===== src/rtl/seq_mult_param.sv =====
// Sequential shift-and-add multiplier: WIDTH-bit signed/unsigned operands, one multiplier bit per cycle.
// Define MULT_ACC_EN to add the acc port, which accumulates each product into the previous result.
module seq_mult_param #(
    parameter int WIDTH = 8          // legal range 2..32
) (
    input  logic                 clk,
    input  logic                 rst,
    input  logic                 start,
    input  logic                 sgn,
    input  logic [WIDTH-1:0]     a,
    input  logic [WIDTH-1:0]     b,
`ifdef MULT_ACC_EN
    input  logic                 acc,
`endif
    output logic [2*WIDTH-1:0]   c,
    output logic                 done,
    output logic                 busy
);

    localparam int CW = (WIDTH > 2) ? $clog2(WIDTH) : 1;
    localparam int PW = 2 * WIDTH;

    typedef enum logic [1:0] {
        IDLE = 2'd0,
        RUN  = 2'd1,
        DONE = 2'd2
    } state_t;

    state_t          state, state_n;
    logic [CW-1:0]   cnt;
    logic [PW-1:0]   psum;
    logic [PW-1:0]   psum_n;
    logic [PW-1:0]   ash;       // multiplicand, pre-shifted to the current iteration's weight
    logic [WIDTH-1:0] bsh;      // multiplier, bit 0 is the bit under examination
    logic            sgn_q;
    logic            last;
    logic [PW-1:0]   addend;
    logic [PW-1:0]   a_ext;
`ifdef MULT_ACC_EN
    logic            acc_q;
`endif

    assign last  = (cnt == CW'(WIDTH - 1));
    assign a_ext = {{WIDTH{sgn & a[WIDTH-1]}}, a};

    // The signed MSB of the multiplier carries negative weight, so the final step subtracts.
    always_comb begin
        addend = '0;
        psum_n = psum;
        if (bsh[0])
            addend = ash;
        if (sgn_q && last)
            psum_n = psum - addend;
        else
            psum_n = psum + addend;
    end

    always_comb begin
        state_n = state;
        case (state)
            IDLE:    if (start) state_n = RUN;
            RUN:     if (last)  state_n = DONE;
            DONE:    state_n = IDLE;
            default: state_n = IDLE;
        endcase
    end

    always_ff @(posedge clk) begin
        if (rst) begin
            state <= IDLE;
            cnt   <= '0;
            psum  <= '0;
            ash   <= '0;
            bsh   <= '0;
            sgn_q <= 1'b0;
            c     <= '0;
`ifdef MULT_ACC_EN
            acc_q <= 1'b0;
`endif
        end else begin
            state <= state_n;
            case (state)
                IDLE: begin
                    if (start) begin
                        ash   <= a_ext;
                        bsh   <= b;
                        sgn_q <= sgn;
                        psum  <= '0;
                        cnt   <= '0;
`ifdef MULT_ACC_EN
                        acc_q <= acc;
`endif
                    end
                end
                RUN: begin
                    psum <= psum_n;
                    ash  <= ash << 1;
                    bsh  <= bsh >> 1;
                    cnt  <= cnt + 1'b1;
                    // Result register only changes here, so c never exposes partial sums.
                    if (last) begin
`ifdef MULT_ACC_EN
                        c <= acc_q ? (c + psum_n) : psum_n;
`else
                        c <= psum_n;
`endif
                    end
                end
                default: ;
            endcase
        end
    end

    assign busy = (state != IDLE);
    assign done = (state == DONE) && !rst;

endmodule


===== config.mk =====
export PLATFORM = sky130hd
export DESIGN_NAME = seq_mult_param
export DESIGN_NICKNAME = d
export VERILOG_FILES = /design/src/rtl/seq_mult_param.sv
export SDC_FILE = /design/constraint.sdc
export NUM_CORES = 1
export LEC_CHECK = 0
export BUFFER_PORTS_ARGS = -buffer_cell sky130_fd_sc_hd__buf_2
export CORE_ASPECT_RATIO = 1.75
export CORE_UTILIZATION = 53
export DETAILED_ROUTE_END_ITERATION = 12
export PLACE_DENSITY = 0.82
export SYNTH_ARGS = -nofsm -noshare
export SYNTH_HDL_FRONTEND = slang
export SYNTH_SLANG_ARGS = --single-unit

===== constraint.sdc =====
create_clock -name clk -period 9.3 [get_ports clk]
set_input_delay 0 -clock clk [delete_from_list [all_inputs] [get_ports clk]]
set_output_delay 0 -clock clk [all_outputs]
set_load 0.05 [all_outputs]

==> impl_results.md <==
- Layout cells sized above 1: around 12%
- Buffers added on ports: 37
- Total of max-cap violations: 0
- Leakage: between 1.5 and 2 nW
- Status: completed
- Synth cell types: slightly above 50
- Worst setup EP type: register
- CP max-delay cell: dfxtp_1
- Synthesized area per cell: 7.79 µm²
- EDFF count, synth: 0
- Reg2reg start: bsh[0]
- Internal Power: 0.000536 W
- R2R cell count: 12
- Crit path required time: 9.51 ns
- Seq/Total Area, Yosys: approximately 35%
- Final GP Congestion: between 0.9 and 1
- GRT Max-Usage Layer: met2
- Setup Skew: ~0.0086 ns
- Worst Hold Depth: 3
- CP most frequent cell: ha_1
- Slew Viols, Final: 0
- Drt drc: 0
- Crit-path max FO: 25
- Setup violators final: 0
- Clock share of power: a little under a quarter
- Top FF cell, synth: dfxtp_1
- Post_cts resized: 0
- Clock slew at reported path FFs: about 0.07 ns
- Post-DRT Antenna Nets: 0
- Final wirelength: between 9000 and 10000 µm
- CTS buffer count: 9
- Worst Tran Pin Value: 1.20 ns
- Switching Share: between 30% and 40%
- Core Box Area: roughly 6300 µm²
- Async set-reset flop share out of synthesis: 0%
- Die W: about 63 µm
- Io pins: 38
- GRT met1 Usage: between 20% and 30%
- CP Cell Sequence: nand2_1 -> ha_1 -> a21oi_1 -> mux2_2 -> o21ai_0 -> ha_1 -> o2111ai_1 -> a21boi_2 -> a211o_1 -> a221o_1 -> xor2_1 -> o31ai_2
- Rows: 38
- Slowest stage delay, CP: just over 0.8 ns
- Post-Syn Nets: between 400 and 500
- Clock sinks: between 60 and 70
- Largest net degree at the start of global routing: 63
- Met2 Resource Use GR: 50.5%
- Hold Fails Final Rpt: 0
- P_sw: 0.000329 W
- Htree depth: 3
- VDD IR max: just over 100 µV
- Setup tns final: 0 ns
- Hold Path Sink: psum[6]
- Power share of the sequential group: between 30% and 40%
- Ratio of final minimum period to clock period: between 30% and 40%
- Die height: 110 µm
- Yosys warning count: 0
- CTS tree: built
- N_diodes: 0
- CTS max path bufs: 2
- Final #Nets: about 520
- Crit path DAT: approximately 4 ns
- Final min period: ~3.7 ns
- Met3 usage: 7.16%
- Final setup margin: roughly 5.6 ns
- Yosys reg bits: 62
- Startpoint Class: register
- Drt pass-1 iters: 4
- Synth Cell Area: around 3500 µm²
- Global route total overflow: 0
- Initial antenna violation count: 0
- Gr usage total: 28.5%
- Dpl ws: between 5 and 6 ns
- Clk_lat worst skew: 0.35 ns
- Comb pwr share: 40.9%
- Hold Crit Class: input pin to register
- HP Start: rst
- Die area: about 7000 µm²
- R2r endpoint: psum[15]
- Cell Pwr Density: 216 nW/µm²
- Global-route wire length before repair: 15200 µm
- R2r setup slk: roughly 5.6 ns
- Vias in the first global route: around 3300
- Initial Utilization: between 50% and 60%
- Routed WL per cell: between 15 and 20 µm
- CP Class: register to register
- Total number of vias: between 3000 and 4000
- Max Clk Rate: between 0.2 and 0.3 GHz
- Cells after synthesis: between 400 and 500
- 1st-iter DRT viols: approximately 170
- Root buf cell: clkbuf_8
- Area Overhead vs Synth: 14.5%
- Unrepaired setup endpoints after global routing: false
- Max transition margin: 19.6%
- Detailed placer's ending HPWL: roughly 6200 µm
- Via/cell ratio: roughly 5.9
==> how the worst max path moves through the flow <==
stage / to / cells past startpoint / start / slack [ns]
after global routing: c[15] / 14 / bsh[0] / 5.30
after detailed placement: c[15] / 12 / bsh[0] / 5.72
final: psum[15] / 12 / bsh[0] / 5.61
after floorplan: psum[15] / 17 / bsh[0] / 5.85
after CTS: c[15] / 12 / bsh[0] / 5.70
after global placement: c[15] / 14 / bsh[0] / 5.81
==> power by group through the flow <==
stage | Clock, W | Sequential (W) | Combinational [W]
5_1_grt | 0.000212 | 0.000316 | 0.000390
3_3_place_gp | 0 | 0.000317 | 0.000337
2_1_floorplan | 0 | 0.000308 | 0.000275
4_1_cts | 0.000202 | 0.000312 | 0.000349
6_report | 0.000199 | 0.000313 | 0.000354
3_5_place_dp | 0 | 0.000318 | 0.000341
==> cell families (layout without fill, tap and decap cells) <==
logic type                 Yosys count  count (layout)  share of synthesized area, %
muxes                                1               1                         0.321
AOI/OAI and AO/OA                  125             125                          23.8
DFF                                 62              62                          35.4
adders and majority gates           19              19                          7.00
xor gates and xnor gates            22              22                          5.50
and+or+nand+nor                    180             180                          23.5
buffers and inverters               41              79                          4.43
==> critical path, delay by kind of cell (launching register included) <==
family                     cells  cell delay, ns
AOI/OAI and AO/OA              7            1.32
xor gates and xnor gates       1            0.25
adders and majority gates      2            0.62
DFF                            1            0.82
muxes                          1            0.35
and+or+nand+nor                1            0.20
==> per-stage QoR <==
stage | hold slack (ns) | cell area [µm²] | total power (W) | util (%) | cells
floorplan | 0.136 | 3500 | 0.000583 | - | 450
global placement | 0.247 | 3690 | 0.000654 | 58.8 | 537
detailed placement | 0.247 | 3690 | 0.000659 | 58.8 | 537
CTS | 0.255 | 4010 | 0.000863 | 63.9 | 568
global route | 0.270 | 4010 | 0.000918 | 63.9 | 568
finish | 0.278 | 4010 | 0.000865 | 63.9 | 568
==> cell usage after synthesis (4+ instances only) <==
| library cell | instances | area share (%) |
|---|---|---|
| a22oi_1 | 4 | 0.86 |
| a311oi_1 | 13 | 3.2 |
| nor2_1 | 40 | 4.3 |
| xnor2_1 | 10 | 2.5 |
| nor3b_1 | 8 | 1.7 |
| a22o_1 | 6 | 1.5 |
| dfxtp_1 | 62 | 35 |
| a31oi_1 | 11 | 2.0 |
| clkbuf_1 | 29 | 3.1 |
| o21a_1 | 4 | 0.86 |
| a21o_1 | 12 | 2.6 |
| xor2_1 | 12 | 3.0 |
| nand2b_1 | 4 | 0.71 |
| nand2_1 | 85 | 9.1 |
| ha_1 | 18 | 6.4 |
| and2_1 | 4 | 0.71 |
| nand3_1 | 19 | 2.7 |
| nand4_1 | 4 | 0.71 |
| inv_1 | 8 | 0.86 |
| o21ai_0 | 16 | 2.3 |
| nor3_1 | 5 | 0.71 |
| a21oi_1 | 37 | 5.3 |
==> per-layer routing <==
layer / up-vias / wire [µm] / share of wire (%)
met5: - / 0 / 0
met4: 0 / 283 / 3.1
met3: 21 / 382 / 4.2
met2: 95 / 4880 / 53
met1: 1584 / 3600 / 39
li1: 1663 / - / -
==> final cells by class <==
class | instances | area (µm²)
clock buffers | 12 | 145
clock inverters | 2 | 10.0
fillers | 558 | 2260
inverters | 8 | 30.0
multi-input cells | 347 | 2110
flip-flops and latches | 62 | 1240
well taps | 80 | 100
repair buffers | 57 | 378
==> sequential cells by signal, indices dropped and copies added (netlist names) <==
name	count
ash	16
c	16
psum	16
bsh	8
cnt	3
state	2
sgn_q	1
==> cell usage in the layout (no fill, tap or decap), types with 12 or more instances in the layout <==
master and count:
a21o_1 12, a21oi_1 37, a311oi_1 13, buf_2 37
dfxtp_1 62, dlygate4sd3_1 17, ha_1 18, nand2_1 85
nand3_1 19, nor2_1 40, o21ai_0 16, xor2_1 12
==> repair_timing <==
item,CTS,global route
endpoints found under the hold margin,17,0
setup buffers,0,0
hold buffers,17,0
No activity file was read; power rests on OpenSTA's default activity.
